<file path="src/rtl/fifo_wr_arbiter.sv">
// Round-robin, burst-locking arbiter sharing the write port of an async FIFO among NUM_REQ requesters.
// A grant is held until the owner's last beat or MAX_BURST beats, so packets are never interleaved.

module fifo_wr_arbiter_lane #(
    parameter int DATA_WIDTH = 32
) (
    input  logic                  gnt,
    input  logic                  fifo_wfull,
    input  logic [DATA_WIDTH-1:0] data,
    output logic                  ready,
    output logic [DATA_WIDTH-1:0] data_sel
);
    assign ready    = gnt & ~fifo_wfull;
    assign data_sel = gnt ? data : '0;
endmodule

module fifo_wr_arbiter #(
    parameter  int NUM_REQ    = 4,
    parameter  int DATA_WIDTH = 32,
    parameter  int MAX_BURST  = 16,
    localparam int CNT_WIDTH  = $clog2(MAX_BURST + 1)
) (
    input  logic                          clk,
    input  logic                          reset,
    input  logic [NUM_REQ-1:0]            req_valid,
    input  logic [NUM_REQ-1:0]            req_last,
    input  logic [NUM_REQ*DATA_WIDTH-1:0] req_data,
    output logic [NUM_REQ-1:0]            req_ready,
    input  logic                          fifo_wfull,
    output logic                          fifo_wren,
    output logic [DATA_WIDTH-1:0]         fifo_wdata,
    output logic [NUM_REQ-1:0]            grant,
    output logic                          busy,
    output logic [CNT_WIDTH-1:0]          beat_cnt
);
    localparam int IDX_W = (NUM_REQ > 1) ? $clog2(NUM_REQ) : 1;

    typedef enum logic {IDLE, BURST} state_t;

    state_t                             state, state_nxt;
    logic [NUM_REQ-1:0]                 grant_nxt;
    logic [CNT_WIDTH-1:0]               beat_cnt_nxt;
    logic [IDX_W-1:0]                   rr_ptr, rr_ptr_nxt;
    logic [IDX_W-1:0]                   owner, owner_nxt;
    logic [IDX_W-1:0]                   winner;
    logic                               any_valid;
    logic [NUM_REQ-1:0][DATA_WIDTH-1:0] lane_data;
    logic                               xfer, last_beat, release_burst;

    // Per-requester ready gating and data steering; grant is zero in IDLE, so both vanish there.
    genvar gi;
    generate
        for (gi = 0; gi < NUM_REQ; gi++) begin : g_lane
            fifo_wr_arbiter_lane #(.DATA_WIDTH(DATA_WIDTH)) u_lane (
                .gnt        (grant[gi]),
                .fifo_wfull (fifo_wfull),
                .data       (req_data[gi*DATA_WIDTH +: DATA_WIDTH]),
                .ready      (req_ready[gi]),
                .data_sel   (lane_data[gi])
            );
        end
    endgenerate

    always_comb begin
        fifo_wdata = '0;
        for (int k = 0; k < NUM_REQ; k++)
            fifo_wdata = fifo_wdata | lane_data[k];
    end

    // Scan from the highest offset down so the nearest valid index after rr_ptr wins.
    always_comb begin
        logic [IDX_W:0] idx;
        winner    = '0;
        any_valid = 1'b0;
        idx       = '0;
        for (int k = NUM_REQ - 1; k >= 0; k--) begin
            idx = {1'b0, rr_ptr} + (IDX_W+1)'(k);
            if (idx >= (IDX_W+1)'(NUM_REQ))
                idx = idx - (IDX_W+1)'(NUM_REQ);
            if (req_valid[idx[IDX_W-1:0]]) begin
                winner    = idx[IDX_W-1:0];
                any_valid = 1'b1;
            end
        end
    end

    assign busy          = (state == BURST);
    assign xfer          = busy & |(grant & req_valid) & ~fifo_wfull;
    assign last_beat     = |(grant & req_last);
    assign release_burst = xfer & (last_beat | (beat_cnt == CNT_WIDTH'(MAX_BURST - 1)));
    assign fifo_wren     = xfer;

    always_comb begin
        state_nxt    = state;
        grant_nxt    = grant;
        beat_cnt_nxt = beat_cnt;
        rr_ptr_nxt   = rr_ptr;
        owner_nxt    = owner;
        case (state)
            IDLE: begin
                if (any_valid) begin
                    state_nxt    = BURST;
                    grant_nxt    = NUM_REQ'(1) << winner;
                    owner_nxt    = winner;
                    beat_cnt_nxt = '0;
                end
            end
            BURST: begin
                if (release_burst) begin
                    state_nxt    = IDLE;
                    grant_nxt    = '0;
                    beat_cnt_nxt = '0;
                    rr_ptr_nxt   = (owner == IDX_W'(NUM_REQ - 1)) ? '0 : owner + IDX_W'(1);
                end else if (xfer) begin
                    beat_cnt_nxt = beat_cnt + CNT_WIDTH'(1);
                end
            end
            default: state_nxt = IDLE;
        endcase
    end

    always_ff @(posedge clk or posedge reset) begin
        if (reset) begin
            state    <= IDLE;
            grant    <= '0;
            beat_cnt <= '0;
            rr_ptr   <= '0;
            owner    <= '0;
        end else begin
            state    <= state_nxt;
            grant    <= grant_nxt;
            beat_cnt <= beat_cnt_nxt;
            rr_ptr   <= rr_ptr_nxt;
            owner    <= owner_nxt;
        end
    end

    // Writing into a full FIFO would silently drop a beat.
    a_no_write_when_full: assert property (@(posedge clk) disable iff (reset) !(fifo_wren && fifo_wfull));

endmodule

</file>
<file path="config.mk">
export PLATFORM = sky130hd
export DESIGN_NAME = fifo_wr_arbiter
export DESIGN_NICKNAME = d
export VERILOG_FILES = /design/src/rtl/fifo_wr_arbiter.sv
export SDC_FILE = /design/constraint.sdc
export NUM_CORES = 1
export LEC_CHECK = 0
export CAP_MARGIN = 40
export CORE_MARGIN = 2
export CORE_UTILIZATION = 28
export CTS_CLUSTER_SIZE = 14
export DETAILED_ROUTE_END_ITERATION = 8
export PLACE_DENSITY_LB_ADDON = 0.1
export SLEW_MARGIN = 20
export SYNTH_ARGS = -nofsm -noshare
export SYNTH_HDL_FRONTEND = slang
export SYNTH_HIERARCHICAL = 1
export SYNTH_SLANG_ARGS = --single-unit
</file>
<file path="constraint.sdc">
create_clock -name clk -period 1.78 [get_ports clk]
set_input_delay 0.267 -clock clk [delete_from_list [all_inputs] [get_ports clk]]
set_output_delay 0.267 -clock clk [all_outputs]
set_load 0.01 [all_outputs]
</file>
==> flow_metrics.env <==
export IMPL_synthFlopType="dfrtp_1"
export IMPL_cp_arrival_ns=1.67
export IMPL_start_kind="flop"
export IMPL_finalHoldViolations=0
export IMPL_fmax_mhz=516
export IMPL_wl_per_cell_um=16.2
export IMPL_yosys_top_cells_area="and2_1 (41%), dfrtp_1 (18%), or4_1 (12%)"
export IMPL_cts_max_level=1
export IMPL_status="finished with violations"
export IMPL_worstSetupPathType="flop to output port"
export IMPL_final_common_cell="clkdlybuf4s50_1"
export IMPL_grt_pass1_wl_um=13500
export IMPL_synth_area_um2=1950
export IMPL_drc=0
export IMPL_combPwrFrac=0.819
export IMPL_crit_required_ns=1.51
export IMPL_clk_pin_slew_worst_paths_ns=0.06
export IMPL_clock_sinks=14
export IMPL_cts_tree="yes"
export IMPL_synth_top_family_by_area="simple AND/OR/NAND/NOR gates"
export IMPL_netlist_area_leader_share=0.413
export IMPL_ant_nets=0
export IMPL_vdd_drop_max_mv=1.06
export IMPL_cp_num_buf_inv=2
export IMPL_std_cell_rows=30
export IMPL_antenna_found_initial=0
export IMPL_ios=186
export IMPL_path_max_fanout=20
export IMPL_firstDrtPassIters=4
export IMPL_p_total_uw=5170
export IMPL_ctsHoldBuffers=0
export IMPL_violations="negative setup slack"
export IMPL_die_w_um=87.5
export IMPL_syn_nets=408
export IMPL_synthXorXnorAreaFrac=0.00449
export IMPL_synth_warning_count=6
export IMPL_hp_class="primary input to asynchronous set/reset pin"
export IMPL_seq_area_frac_synth=0.179
export IMPL_switchingPower_uw=2080
export IMPL_via_per_inst=4.87
export IMPL_nets=624
export IMPL_grt_total_usage=0.224
export IMPL_place_inst=545
export IMPL_drive_gt1_frac=0.243
export IMPL_numPortBuffers=185
export IMPL_instances_no_fill=561
export IMPL_placed_area_um2=4120
export IMPL_via_count=2733
export IMPL_grt_pass1_vias=2635
export IMPL_dieArea_um2=7650
export IMPL_die_h_um=87.5
export IMPL_period_share=1.09
export IMPL_critPathMaxStageDelay_ns=0.54
export IMPL_clkPwrFrac=0.061
export IMPL_fin_area_um2=4340
export IMPL_finalWeightedCongestion=0.869
export IMPL_crit_slowest_cell="or4_4"
export IMPL_finalWirelength_um=9070
export IMPL_slew_limit_headroom=0.637
export IMPL_synth_compound_area_share=0.116
export IMPL_clock_latency_ns=0.25
export IMPL_skew_ns=0.00421
export IMPL_leakage_uw=0.00186
export IMPL_start_util=0.289
export IMPL_mostFrequentLayoutCells="clkdlybuf4s50_1 (146), and2_1 (117), or4_1 (25)"
export IMPL_setup_slack_ns=-0.157
export IMPL_synth_top_area_cell="and2_1"
export IMPL_root_buffer="clkbuf_8"
export IMPL_grt_ovfl_total=0
export IMPL_synth_edf_count=0
export IMPL_grt_max_degree=32
export IMPL_diodes=0
export IMPL_tightestPinTransition_ns=0.544
export IMPL_power_frac_seq=0.120
export IMPL_path_delay_family="simple AND/OR/NAND/NOR gates"
export IMPL_synth_mux_area_frac=0.0109
export IMPL_synthDistinctLibCells=34
export IMPL_synthCells=266
export IMPL_crit_path_end_kind="output port"
export IMPL_ys_ff_latch=14
export IMPL_pwr_density_cell_nw_per_um2=1190
export IMPL_drv_cap=0
export IMPL_clk_path_buf_depth=2
export IMPL_synth_area_per_cell_um2=7.34
export IMPL_finalSetupViolations=36
export IMPL_period_needed_ns=1.94
export IMPL_drt_iter0_drc=45
export IMPL_grt_setup_unrepaired="yes"
export IMPL_finalMaxSlewViolations=0
export IMPL_syn_to_final_growth_pct=122
export IMPL_dp_hpwl_um=6860
export IMPL_coreArea_um2=6760
export IMPL_netSwitchingFraction=0.401
export IMPL_async_flop_share=1.00
export IMPL_intPower_uw=3100
export IMPL_worstPathCellList="buf_12 -> and2_1 -> or4_4 -> buf_6"
export IMPL_synthAdderAreaFrac=0.0192
export IMPL_synthSimpleGateAreaFrac=0.625
export IMPL_numCtsBuffers=3
## final timing paths
| path | from | to | slack (ns) | depth (start not counted) |
|---|---|---|---|---|
| hold reg to reg | owner[0] | rr_ptr[0] | 0.50 | 1 |
| max in group asynchronous | reset | grant[3] | 1.03 | 2 |
| setup / recovery | grant[3] | fifo_wdata[28] | -0.16 | 4 |
| setup reg to reg | grant[1] | rr_ptr[1] | -0.11 | 6 |
| hold / removal | reset | beat_cnt[1] | 0.36 | 2 |
| min in group clk | owner[0] | rr_ptr[0] | 0.50 | 1 |
## logic make-up (layout without fill, tap and decap cells)
logic type / Yosys count / in the layout
compound gates: 32 / 32
xor+xnor: 1 / 1
fa+ha+maj: 3 / 3
buf+inv: 19 / 234
flops: 14 / 14
mux: 2 / 2
simple gates: 195 / 195
## stage by stage
step	hold WS (ns)	util	setup slack (ns)	setup TNS [ns]
2_1_floorplan	0.156	-	-0.0503	-0.0503
3_3_place_gp	0.471	0.609	-0.325	-10.70
3_5_place_dp	0.485	0.609	-0.350	-11.20
4_1_cts	0.383	0.615	-0.178	-4.37
5_1_grt	0.422	0.642	-0.210	-6.53
6_report	0.364	0.642	-0.157	-4.15
## power groups by stage
stage	registers (uW)	logic [uW]	clock network (uW)
floorplan	662	1760	0
global placement	570	3840	0
detailed placement	575	3900	0
CTS	624	3890	320
global route	641	4610	334
finish	622	4240	314
## timing repair
| action | in CTS | in global routing |
|---|---|---|
| gates resized for setup | 159 | 44 |
| endpoints found under the setup margin | 40 | 47 |
| buffers inserted | 5 | 4 |
| pin swaps | 36 | 7 |
| cloned | 4 | 0 |
## layout make-up
| type | instances | area [um^2] |
|---|---|---|
| Clock buffer | 4 | 55.1 |
| Fill cell | 610 | 2420 |
| Inverter | 4 | 15.0 |
| Multi-Input combinational cell | 233 | 1650 |
| Sequential cell | 14 | 353 |
| Tap cell | 80 | 100 |
| Timing Repair Buffer | 226 | 2170 |
## state kept, by name (all words and copies together), names as in the netlist
name      flops
owner         2
busy          1
beat_cnt      5
rr_ptr        2
grant         4
## cell usage after synthesis, types with 3 or more instances
cell type / count
nor2_1: 6
o211ai_1: 5
or4_1: 32
dfrtp_1: 14
nand3_1: 8
and2_1: 129
inv_1: 4
ha_1: 3
clkbuf_2: 12
nand2_1: 8
a21oi_1: 4
nor2b_1: 6
o21ai_0: 5
o31ai_1: 5
## layer usage
| metal | share of wire | GRT usage | routed length [um] |
|---|---|---|---|
| met2 | 0.49 | 0.394 | 4460 |
| met3 | 0.074 | 0.0502 | 672 |
| met1 | 0.41 | 0.275 | 3730 |
| met5 | 0 | 0 | 0 |
| met4 | 0.022 | 0.0531 | 202 |
Note: power is estimated with default switching activity, not from simulation.
